--- config.mk ---
export PLATFORM = sky130hd
export DESIGN_NAME = multicycle_control
export DESIGN_NICKNAME = d
export VERILOG_FILES = /design/src/rtl/multicycle_control.sv
export SDC_FILE = /design/constraint.sdc
export NUM_CORES = 1
export LEC_CHECK = 0
export ABC_CLOCK_PERIOD_IN_PS = 2100
export CORE_UTILIZATION = 47
export DETAILED_ROUTE_END_ITERATION = 6
export GPL_TIMING_DRIVEN = 0
export PLACE_DENSITY = 0.8
export SLEW_MARGIN = 20
export SYNTH_ARGS = -nofsm -noshare
export SYNTH_HDL_FRONTEND = slang
export SYNTH_SLANG_ARGS = --single-unit
--- constraint.sdc ---
create_clock -name clk -period 2.1 [get_ports clk]
set_input_delay 0.525 -clock clk [delete_from_list [all_inputs] [get_ports clk]]
set_output_delay 0.525 -clock clk [all_outputs]
set_load 0.02 [all_outputs]
--- src/rtl/multicycle_control.sv ---
// Multi-cycle LEGv8 control sequencer: FETCH/DECODE/EXEC/MEM/WB over one shared
// req/ack memory port, with traps on illegal opcodes and memory timeouts.
module multicycle_control #(
  parameter int INSTR_LEN   = 32,
  parameter int MEM_TIMEOUT = 255,
  parameter int CNT_W       = 32
) (
  input  logic                 clk,
  input  logic                 rst_n,
  input  logic [INSTR_LEN-1:0] instruction,
  input  logic                 zero,
  input  logic                 mem_ack,
  output logic                 mem_req,
  output logic                 mem_we,
  output logic                 mem_addr_sel,
  output logic                 ir_write,
  output logic                 pc_write,
  output logic [1:0]           pc_src,
  output logic                 reg2loc,
  output logic                 alu_src,
  output logic                 mem_to_reg,
  output logic                 reg_write,
  output logic [1:0]           alu_op,
  output logic                 instr_retired,
  output logic [CNT_W-1:0]     retired_count,
  output logic                 trap,
  output logic [1:0]           trap_cause
);

  // Wait counter only has to reach MEM_TIMEOUT-1 before the trap decision.
  localparam int WAIT_W = (MEM_TIMEOUT > 1) ? $clog2(MEM_TIMEOUT) : 1;
  localparam logic [WAIT_W-1:0] WAIT_LIMIT = WAIT_W'((MEM_TIMEOUT > 0) ? MEM_TIMEOUT - 1 : 0);

  typedef enum logic [2:0] {
    S_FETCH, S_DECODE, S_EXEC, S_MEM, S_WB, S_TRAP
  } state_t;

  typedef enum logic [2:0] {
    C_RTYPE, C_LDUR, C_STUR, C_CBZ, C_B
  } iclass_t;

  typedef enum logic [1:0] {
    CAUSE_NONE    = 2'b00,
    CAUSE_ILLEGAL = 2'b01,
    CAUSE_TIMEOUT = 2'b10
  } cause_t;

  state_t            state_q, state_d;
  iclass_t           iclass_q, dec_class;
  cause_t            cause_q, cause_d;
  logic [WAIT_W-1:0] wait_q;
  logic [CNT_W-1:0]  retired_q;
  logic              dec_legal;
  logic              limit_hit;
  logic [10:0]       opcode;

  logic req, we, addr_sel, irw, pcw, r2l, asrc, m2r, rw, retire;
  logic [1:0] pcs, aop;

  logic unused_instr_bits;
  assign unused_instr_bits = ^instruction;

  assign opcode    = instruction[31:21];
  assign limit_hit = (MEM_TIMEOUT != 0) && (wait_q == WAIT_LIMIT);

  always_comb begin
    dec_class = C_RTYPE;
    dec_legal = 1'b1;
    casez (opcode)
      11'b10001011000,
      11'b11001011000,
      11'b10001010000,
      11'b10101010000: dec_class = C_RTYPE;
      11'b11111000010: dec_class = C_LDUR;
      11'b11111000000: dec_class = C_STUR;
      11'b10110100???: dec_class = C_CBZ;
      11'b000101?????: dec_class = C_B;
      default:         dec_legal = 1'b0;
    endcase
  end

  // NOTE: every signal written here gets a default first so no path leaves a latch.
  always_comb begin
    state_d  = state_q;
    cause_d  = cause_q;
    req      = 1'b0;
    we       = 1'b0;
    addr_sel = 1'b0;
    irw      = 1'b0;
    pcw      = 1'b0;
    pcs      = 2'b00;
    r2l      = 1'b0;
    asrc     = 1'b0;
    m2r      = 1'b0;
    rw       = 1'b0;
    aop      = 2'b00;
    retire   = 1'b0;

    case (state_q)
      S_FETCH: begin
        req = 1'b1;
        if (mem_ack) begin
          irw     = 1'b1;
          state_d = S_DECODE;
        end else if (limit_hit) begin
          state_d = S_TRAP;
          cause_d = CAUSE_TIMEOUT;
        end
      end
      S_DECODE: begin
        if (dec_legal) begin
          state_d = S_EXEC;
        end else begin
          state_d = S_TRAP;
          cause_d = CAUSE_ILLEGAL;
        end
      end
      S_EXEC: begin
        case (iclass_q)
          C_RTYPE: state_d = S_WB;
          C_LDUR, C_STUR: state_d = S_MEM;
          C_CBZ: begin
            pcw     = 1'b1;
            pcs     = zero ? 2'b01 : 2'b00;
            retire  = 1'b1;
            state_d = S_FETCH;
          end
          default: begin
            pcw     = 1'b1;
            pcs     = 2'b10;
            retire  = 1'b1;
            state_d = S_FETCH;
          end
        endcase
      end
      S_MEM: begin
        req      = 1'b1;
        addr_sel = 1'b1;
        we       = (iclass_q == C_STUR);
        if (mem_ack) begin
          if (iclass_q == C_STUR) begin
            pcw     = 1'b1;
            retire  = 1'b1;
            state_d = S_FETCH;
          end else begin
            state_d = S_WB;
          end
        end else if (limit_hit) begin
          state_d = S_TRAP;
          cause_d = CAUSE_TIMEOUT;
        end
      end
      S_WB: begin
        rw      = 1'b1;
        m2r     = (iclass_q == C_LDUR);
        pcw     = 1'b1;
        retire  = 1'b1;
        state_d = S_FETCH;
      end
      S_TRAP: state_d = S_TRAP;
      default: state_d = S_FETCH;
    endcase

    // Datapath selects are set in EXEC and held for the rest of the instruction.
    if (state_q inside {S_EXEC, S_MEM, S_WB}) begin
      case (iclass_q)
        C_RTYPE: aop = 2'b10;
        C_LDUR:  asrc = 1'b1;
        C_STUR: begin
          asrc = 1'b1;
          r2l  = 1'b1;
        end
        C_CBZ: begin
          aop = 2'b01;
          r2l = 1'b1;
        end
        default: aop = 2'b00;
      endcase
    end
  end

  // NOTE: state registers use non-blocking assignments so all flops update together.
  always_ff @(posedge clk) begin
    if (!rst_n) begin
      state_q   <= S_FETCH;
      iclass_q  <= C_RTYPE;
      cause_q   <= CAUSE_NONE;
      wait_q    <= '0;
      retired_q <= '0;
    end else begin
      state_q <= state_d;
      cause_q <= cause_d;
      if (state_q == S_DECODE) iclass_q <= dec_class;
      wait_q <= (req && !mem_ack) ? wait_q + WAIT_W'(1) : '0;
      if (retire) retired_q <= retired_q + CNT_W'(1);
    end
  end

  // Outputs are forced low while reset is held, aborting any in-flight access.
  assign mem_req       = rst_n & req;
  assign mem_we        = rst_n & we;
  assign mem_addr_sel  = rst_n & addr_sel;
  assign ir_write      = rst_n & irw;
  assign pc_write      = rst_n & pcw;
  assign pc_src        = rst_n ? pcs : 2'b00;
  assign reg2loc       = rst_n & r2l;
  assign alu_src       = rst_n & asrc;
  assign mem_to_reg    = rst_n & m2r;
  assign reg_write     = rst_n & rw;
  assign alu_op        = rst_n ? aop : 2'b00;
  assign instr_retired = rst_n & retire;
  assign retired_count = rst_n ? retired_q : '0;
  assign trap          = rst_n & (state_q == S_TRAP);
  assign trap_cause    = rst_n ? cause_q : 2'b00;

endmodule

# Word level (Yosys, flattened, before mapping)

Cells that the tools add are included.

Register bits: 48
Input bits: 36
Output and inout port bits: 49
Word-level logic and storage cells: 87

Add/sub/neg operators: 2
Equal/unequal tests: 20
Mux-type cells: 37
Bitwise operators: 10
Reduce and logical (&&, ||, !) cells: 13

Operator list:

| cell                  | number |
|---|---|
| $eq 11x11->1 const B  | 6 |
| $add 32x1->32 const B | 1 |
| $mux 32               | 1 |
| $eq 8x8->1 const B    | 2 |
| $mux 1                | 16 |
| $mux 2                | 8 |
| $mux 3                | 5 |
| $pmux 3 s5            | 1 |
| $eq 3x2->1 const B    | 4 |
| $pmux 2 s2            | 3 |
| $pmux 3 s4            | 1 |
| $and 1x1->1           | 10 |
| $add 8x1->8 const B   | 1 |
| $reduce_or 8->1       | 1 |
| $eq 3x1->1 const B    | 2 |
| $eq 3x3->1 const B    | 2 |
| $eq 6x3->1 const B    | 1 |
| $logic_not 3->1       | 2 |
| $pmux 3 s2            | 1 |
| $reduce_or 2->1       | 3 |
| $ne 2x2->1 const B    | 2 |
| $reduce_and 4->1      | 1 |
| $pmux 1 s3            | 1 |
| $reduce_bool 3->1     | 1 |
| 6 further kinds       | 6 |

# Depth between registers and ports, before layout

Gate-level depths: netlist of the first run.

Depth in word-level cells: 5
Gate-level depth with buffers: 7

# Least setup slack after synthesis of the first run

No wires, ideal clock.

Path type: input -> output
Start: input port rst_n
End: output port mem_to_reg
Arrival: 1,679 ps
Setup slack: -104 ps
Cell stages on the path: 4
Buffers on the path: 1
Cells stage by stage: clkbuf_1 > nand2_1 > nor3_1 > and3_1

Cells in the longest elaborated chain, start to end: 1

Ends and longest elaborated chain:

| item            | RTL line | text |
|---|---|---|
| start, declared | 9        | `input logic rst_n,` |
| $and 1x1->1     | 208      | `assign mem_to_reg = rst_n & m2r;` |
| end, declared   | 21       | `output logic mem_to_reg,` |

Every way passes these cells.

# Final worst setup path of the first run

Start: register state_q[1]
End: output port pc_write

Cells in the longest elaborated chain, start to end: 3
Elaborated cells on any way between the ends: 5

Ends and longest elaborated chain:

| item                                     | RTL line | text |
|---|---|---|
| start, declared                          | 48       | `state_t state_q, state_d;` |
| start signal, assigned                   | 191      | `state_q <= state_d;` |
| $eq 3x3->1 or $eq 3x2->1 (tied branches) | 99       | `case (state_q)` |
| $pmux 1 s3 *                             | 99       |  |
| $and 1x1->1 *                            | 204      | `assign pc_write = rst_n & pcw;` |
| end, declared                            | 17       | `output logic pc_write,` |

Mark *: on every way between the ends. The rest lies on a longest branch, timed or not.

==> flow_metrics.env, run 1 <==
export IMPL_setup_ws_ps=-77.9
export IMPL_synth_area_leaders="dfxtp_1, and2_1, nor2_1, mux2_2, nand3_1"
export IMPL_synth_nets=383
export IMPL_syn_inst=344
export IMPL_r2r_end="retired_q[29]$_SDFFE_PN0N_"
export IMPL_violations="setup timing"
export IMPL_tns_ps=-125
export IMPL_clock_sinks=48
export IMPL_port_buffers=63
export IMPL_antenna_found_initial=0
export IMPL_fin_worst_skew_ps=10.9
export IMPL_num_nets_final=465
export IMPL_cp_max_fo=6
export IMPL_dp_hpwl_um=4930
export IMPL_grt_max_degree=16
export IMPL_hold_path_depth=2
export IMPL_min_period_ps=2180
export IMPL_drive_above_1_share_pct=30.7
export IMPL_cp_end_kind="output port"
export IMPL_clk_latency_ps=310
export IMPL_p_per_area_nw_per_um2=464
export IMPL_leakage_uw=0.00166
export IMPL_gp_congestion=0.889
export IMPL_cts_root_buf="clkbuf_8"
export IMPL_ant_nets=0
export IMPL_utilization_pct=68.5
export IMPL_grt_use_total_pct=23.5
export IMPL_synth_seq_area_share_pct=34.2
export IMPL_die_w_um=79.4
export IMPL_syn2layout_area_growth_pct=37.4
export IMPL_first_pass_iters=5
export IMPL_drt_iter0_drc=208
export IMPL_synthAdderAreaFrac_pct=1.33
export IMPL_yosys_area_share_simple_pct=35.1
export IMPL_initial_core_util_pct=49.9
export IMPL_ios=85
export IMPL_synthArstFlopShare_pct=0
export IMPL_synth_seq_cells=48
export IMPL_setup_viol=5
export IMPL_htreeDepth=2
export IMPL_num_rows=27
export IMPL_yosysWarningCount=0
export IMPL_slew_headroom_pct=60.1
export IMPL_slew_violations=0
export IMPL_post_dp_cell_area_um2=3540
export IMPL_whs_ps=497
export IMPL_cts_buffer_depth=2
export IMPL_holdBufCountCts=0
export IMPL_synthDistinctLibCells=46
export IMPL_ff2ff_path_depth=8
export IMPL_synthFlopType="dfxtp_1"
export IMPL_synthXorXnorAreaFrac_pct=4.00
export IMPL_clk_pin_slew_ps=100
export IMPL_r2r_start="state_q[2]$_SDFF_PN0_"
export IMPL_cts_tree="built"
export IMPL_wire_per_inst_um=15.1
export IMPL_worstPathRequired_ps=1570
export IMPL_muxShareOfSynthArea_pct=10.3
export IMPL_start_kind="register"
export IMPL_synth_compound_area_share_pct=9.39
export IMPL_fin_crit_sh_pct=104
export IMPL_fp_dieH_um=79.4
export IMPL_worst_setup_path_type="reg -> out"
export IMPL_cts_made_buffers=5
export IMPL_r2r_setup_slack_ps=-20
export IMPL_hold_viol=0
export IMPL_design_core_area_um2=5640
export IMPL_netlist_area_um2=2810
export IMPL_clock_fmax_mhz=459
export IMPL_status="finished, violations left"
export IMPL_grt_overflow_total=0
export IMPL_postLayoutCellArea_um2=3860
export IMPL_min_delay_start="cause_q[0]$_SDFFE_PN0P_"
export IMPL_num_vias=2788
export IMPL_synth_largest_area_cell="dfxtp_1"
export IMPL_synth_top_family_by_area="simple AND/OR/NAND/NOR gates"
export IMPL_grt_first_pass_wirelength_um=11800
export IMPL_hold_class="reg -> reg"
export IMPL_yosysTopAreaCellShare_pct=34.2
export IMPL_grt_setup_unrepaired="yes"
export IMPL_holdPathEnd="cause_q[0]$_SDFFE_PN0P_"
export IMPL_wirelength_um=7540
export IMPL_route_detailed_drc=0
export IMPL_avgSynthCellArea_um2=8.18
export IMPL_critPathArrivalTime_ps=1650
export IMPL_viasPerCell=5.59
export IMPL_grt_pass1_vias=2545
export IMPL_peakVddDrop_uv=342
export IMPL_num_antenna_cells=0
export IMPL_cap_viol_max_count=0
export IMPL_worst_slew_pin_slew_ps=593
export IMPL_die_area_um2=6300
export IMPL_synth_edff_count=0
cell usage in the layout (no fill, tap or decap), types with 3 or more instances in the layout:
master            n
a41oi_1           3
a21oi_1          11
dlygate4sd2_1    11
clkbuf_1          3
nor4_4            3
nor2_1           55
nand2_1          17
dfxtp_2           6
o21ai_0           7
clkdlybuf4s15_2  12
nand4_1           6
or3_1             3
nor4_1            4
clkdlybuf4s50_1  12
inv_1             7
mux2_1            6
buf_6             8
nor3_1            3
xnor2_1           5
nand3_1          18
nor3_2            6
clkbuf_8          9
buf_4            16
and4_1            7
clkbuf_2          9
and2_1           35
mux2_2           18
dfxtp_1          41
ha_1              3
nand2b_1          4
buf_2            18
and3_1           10
xor2_1            6
where the power goes:
group | switching, uW | internal [uW] | total (uW)
Clock | 336 | 270 | 606
Combinational | 133 | 112 | 245
Sequential | 18.1 | 924 | 942
Total | 487 | 1310 | 1790
kinds of logic after synthesis:
logic type,count (synthesis)
xor+xnor,12
mux,26
flops,48
simple gates,186
buf+inv,31
compound gates,38
fa+ha+maj,3
registers in the layout, summed over array words and instances (netlist names):
name / flops
cause_q: 2
iclass_q: 3
retired_q: 32
wait_q: 8
state_q: 3
stage by stage:
| step | total power [uW] | std cells | setup WS [ps] |
|---|---|---|---|
| floorplan | 1080 | 344 | 21.9 |
| CTS | 1770 | 497 | -13.1 |
| global route | 1860 | 499 | -133 |
| finish | 1790 | 499 | -77.9 |
| global placement | 1160 | 479 | -1070 |
| detailed placement | 1160 | 479 | -1060 |
critical path, cell delays in order (launching register included):
cell and delay [ps]:
dfxtp_2 330, buf_6 140, clkinvlp_4 170, o311ai_4 340
a21oi_4 120, buf_6 130, buf_6 120
metal layers:
| metal | share of wire [%] | track usage [%] |
|---|---|---|
| met4 | 0.46 | 4.36 |
| met2 | 51 | 42.3 |
| met5 | 0 | 0 |
| met1 | 44 | 29.1 |
| met3 | 5.1 | 4.25 |
cell type report:
| type | count | area (um2) |
|---|---|---|
| Buffer | 16 | 153 |
| Clock buffer | 6 | 82.6 |
| Clock inverter | 2 | 13.8 |
| Fill cell | 459 | 1780 |
| Inverter | 10 | 45.0 |
| Multi-Input combinational cell | 265 | 1870 |
| Sequential cell | 48 | 972 |
| Tap cell | 72 | 90.1 |
| Timing Repair Buffer | 80 | 641 |
synth_stat cells (7+ instances only):
| master | count |
|---|---|
| a21oi_1 | 13 |
| and2_1 | 36 |
| and3_1 | 11 |
| and4_1 | 7 |
| clkbuf_1 | 11 |
| dfxtp_1 | 48 |
| inv_1 | 10 |
| mux2_2 | 18 |
| nand2_1 | 17 |
| nand3_1 | 18 |
| nor2_1 | 57 |
| nor3_1 | 9 |
| nor4_1 | 8 |
| o21ai_0 | 8 |
repair_timing:
item,4_1_cts,5_1_grt
hold endpoints to repair,0,0
endpoints found under the setup margin,59,45
buffers inserted,15,2
resized for setup,170,54
pin swaps,4,2
worst max path at each step:
stage	from	end	slack, ps	cells after the start
final	state_q[1]$_SDFF_PN0_	pc_write	-80	6
after global routing	state_q[1]$_SDFF_PN0_	pc_write	-130	6
after CTS	state_q[2]$_SDFF_PN0_	retired_q[29]$_SDFFE_PN0N_	-10	8
after detailed placement	rst_n	retired_count[18]	-1060	5
after global placement	rst_n	retired_count[18]	-1070	5
after floorplan	rst_n	alu_op[1]	20	3
Power figures use the tool's default switching activity.
==> inputs of run 2 (changes only) <==
GPL_ROUTABILITY_DRIVEN = 0   (was default)
==> results of run 2 <==
No change in the layout: final DEF, timing and power equal those of run 1.
==> inputs of run 3 (changes only) <==
CORE_UTILIZATION = 36   (was 47)
PLACE_DENSITY = default   (was 0.8)
==> run 3 against run 2 <==
Effect of this change:
- the run still ends with setup timing left
- power rose by 0.44%
- utilization decreased by 15 points
- die area rose by 30%
- non-clock buffer count grew 5
- first-iteration DRC count is 50% lower
- clock power is essentially flat
- combinational power rose by 6%
- count of clock-buffer cells in the layout is 1 higher
- global-route usage decreased by 4.8 points
- final area is 2.4% higher
- critical endpoint unchanged
==> flow_metrics.env, run 3 (synthesis gave the netlist of run 1 again) <==
export IMPL_ios=85
export IMPL_viasPerCell=5.15
export IMPL_route_detailed_drc=0
export IMPL_hold_class="reg -> reg"
export IMPL_fp_dieH_um=90.4
export IMPL_grt_use_total_pct=18.7
export IMPL_cts_buffer_depth=2
export IMPL_multi_input_area_um2=1900
export IMPL_critPathArrivalTime_ps=1580
export IMPL_ant_nets=0
export IMPL_holdBufCountCts=0
export IMPL_p_seq_share_pct=52.0
export IMPL_whs_ps=471
export IMPL_wirelength_um=7780
export IMPL_num_rows=31
export IMPL_fin_crit_sh_pct=100
export IMPL_cp_max_fo=8
export IMPL_p_per_area_nw_per_um2=455
export IMPL_setup_ws_ps=-3.05
export IMPL_num_vias=2732
export IMPL_p_comb_share_pct=14.4
export IMPL_final_common_cell="nor2_1"
export IMPL_slew_violations=0
export IMPL_clock_sinks=48
export IMPL_dp_hpwl_um=5190
export IMPL_internal_power_uw=1310
export IMPL_top_regs="retired_q: 32 flops, wait_q: 8 flops"
export IMPL_cp_end_kind="output port"
export IMPL_worstPathRequired_ps=1570
export IMPL_grt_overflow_total=0
export IMPL_setup_viol=1
export IMPL_drive_above_1_share_pct=32.9
export IMPL_fin_worst_skew_ps=6.97
export IMPL_power_switching_uw=490
export IMPL_syn2layout_area_growth_pct=40.7
export IMPL_die_area_um2=8170
export IMPL_peakVddDrop_uv=269
export IMPL_die_w_um=90.4
export IMPL_num_antenna_cells=0
export IMPL_clock_fmax_mhz=476
export IMPL_top_register="retired_q"
export IMPL_min_period_ps=2100
export IMPL_leakage_uw=0.00169
export IMPL_clk_latency_ps=310
export IMPL_hold_viol=0
export IMPL_worst_setup_path_type="reg -> out"
export IMPL_status="finished, violations left"
export IMPL_port_buffers=63
export IMPL_violations="setup timing"
export IMPL_cts_made_buffers=5
export IMPL_grt_setup_unrepaired="yes"
export IMPL_start_kind="register"
export IMPL_htreeDepth=2
export IMPL_clk_pin_slew_ps=90
export IMPL_r2r_setup_slack_ps=-3
export IMPL_nFillCells=715
export IMPL_wire_per_inst_um=14.6
export IMPL_final_cell_mix="nor2_1, dfxtp_1, and2_1, buf_4"
export IMPL_preCtsSetupSlack_ps=-1090
export IMPL_grt_pass1_vias=2666
export IMPL_largest_reg_flops=32
export IMPL_antenna_found_initial=0
export IMPL_grt_max_degree=15
export IMPL_cap_viol_max_count=0
export IMPL_cts_root_buf="clkbuf_8"
export IMPL_grt_first_pass_wirelength_um=12400
export IMPL_slew_headroom_pct=60.5
export IMPL_first_pass_iters=4
export IMPL_switching_share_pct=27.2
export IMPL_ff_latch_area_um2=981
export IMPL_design_core_area_um2=7410
export IMPL_cts_tree="built"
export IMPL_drt_iter0_drc=103
export IMPL_num_nets_final=470
export IMPL_worst_slew_pin_slew_ps=592
export IMPL_clockPowerShare_pct=33.5
export IMPL_initial_core_util_pct=38.0
[run 3: cell count changes in the layout (fill, tap and decap cells not counted), sizes merged]
cell	before	now
buf	45	43
dlygate4sd2	11	9
clkdlybuf4s15	13	12
clkinv	1	0
clkbuf	21	32
[run 3: power groups by stage]
| stage | logic, uW | registers, uW | clock network, uW |
|---|---|---|---|
| finish | 260 | 937 | 604 |
| detailed placement | 214 | 953 | 0 |
| floorplan | 129 | 951 | 0 |
| global route | 282 | 940 | 644 |
| global placement | 212 | 953 | 0 |
| CTS | 236 | 937 | 615 |
[run 3: what timing repair did]
| action | in CTS | in global routing |
|---|---|---|
| resized for setup | 165 | 70 |
| setup buffers | 16 | 7 |
| pin swaps | 6 | 10 |
| gates cloned | 0 | 0 |
| hold endpoints to repair | 0 | 0 |
| endpoints found under the setup margin | 60 | 58 |
[run 3: per-layer routing]
metal  part of all wire [%]  track usage, %  vias up
met5                      0               0        -
met4                    1.3            5.78        0
met3                    4.2            4.55        8
met2                     46            30.9       61
met1                     48            23.9     1289
li1                       -               -     1374
[run 3: layout make-up]
cell class | instances | share of cell area (%)
inverters | 10 | 1.17
clock buffers | 7 | 2.18
clock inverters | 1 | 0.190
flip-flops and latches | 48 | 24.8
repair buffers | 86 | 17.1
multi-input cells | 265 | 47.9
plain buffers | 15 | 3.54
well taps | 99 | 3.13
[run 3: final timing paths]
| path | start | endpoint | depth (start not counted) |
|---|---|---|---|
| max | iclass_q[1]$_SDFFE_PN0N_ | pc_write | 5 |
| min | cause_q[0]$_SDFFE_PN0P_ | cause_q[0]$_SDFFE_PN0P_ | 2 |
| max reg2reg | state_q[0]$_SDFF_PN0_ | retired_q[26]$_SDFFE_PN0N_ | 8 |
| min reg2reg | cause_q[0]$_SDFFE_PN0P_ | cause_q[0]$_SDFFE_PN0P_ | 2 |
[run 3: worst max-delay path: stages (launching register included)]
cell and delay [ps]:
dfxtp_4 390, and2_4 150, o311ai_4 380, a21oi_4 110, buf_6 120, buf_6 120
[run 3: through the flow]
stage	cells	power (uW)	utilization, %	TNS, ps	cell area [um2]
2_1_floorplan	344	1080	-	0	2820
3_3_place_gp	506	1170	48.2	-53250	3570
3_5_place_dp	506	1170	48.2	-52470	3570
4_1_cts	526	1790	51.8	0	3840
5_1_grt	531	1870	53.4	-414	3960
6_report	531	1800	53.4	-3.05	3960
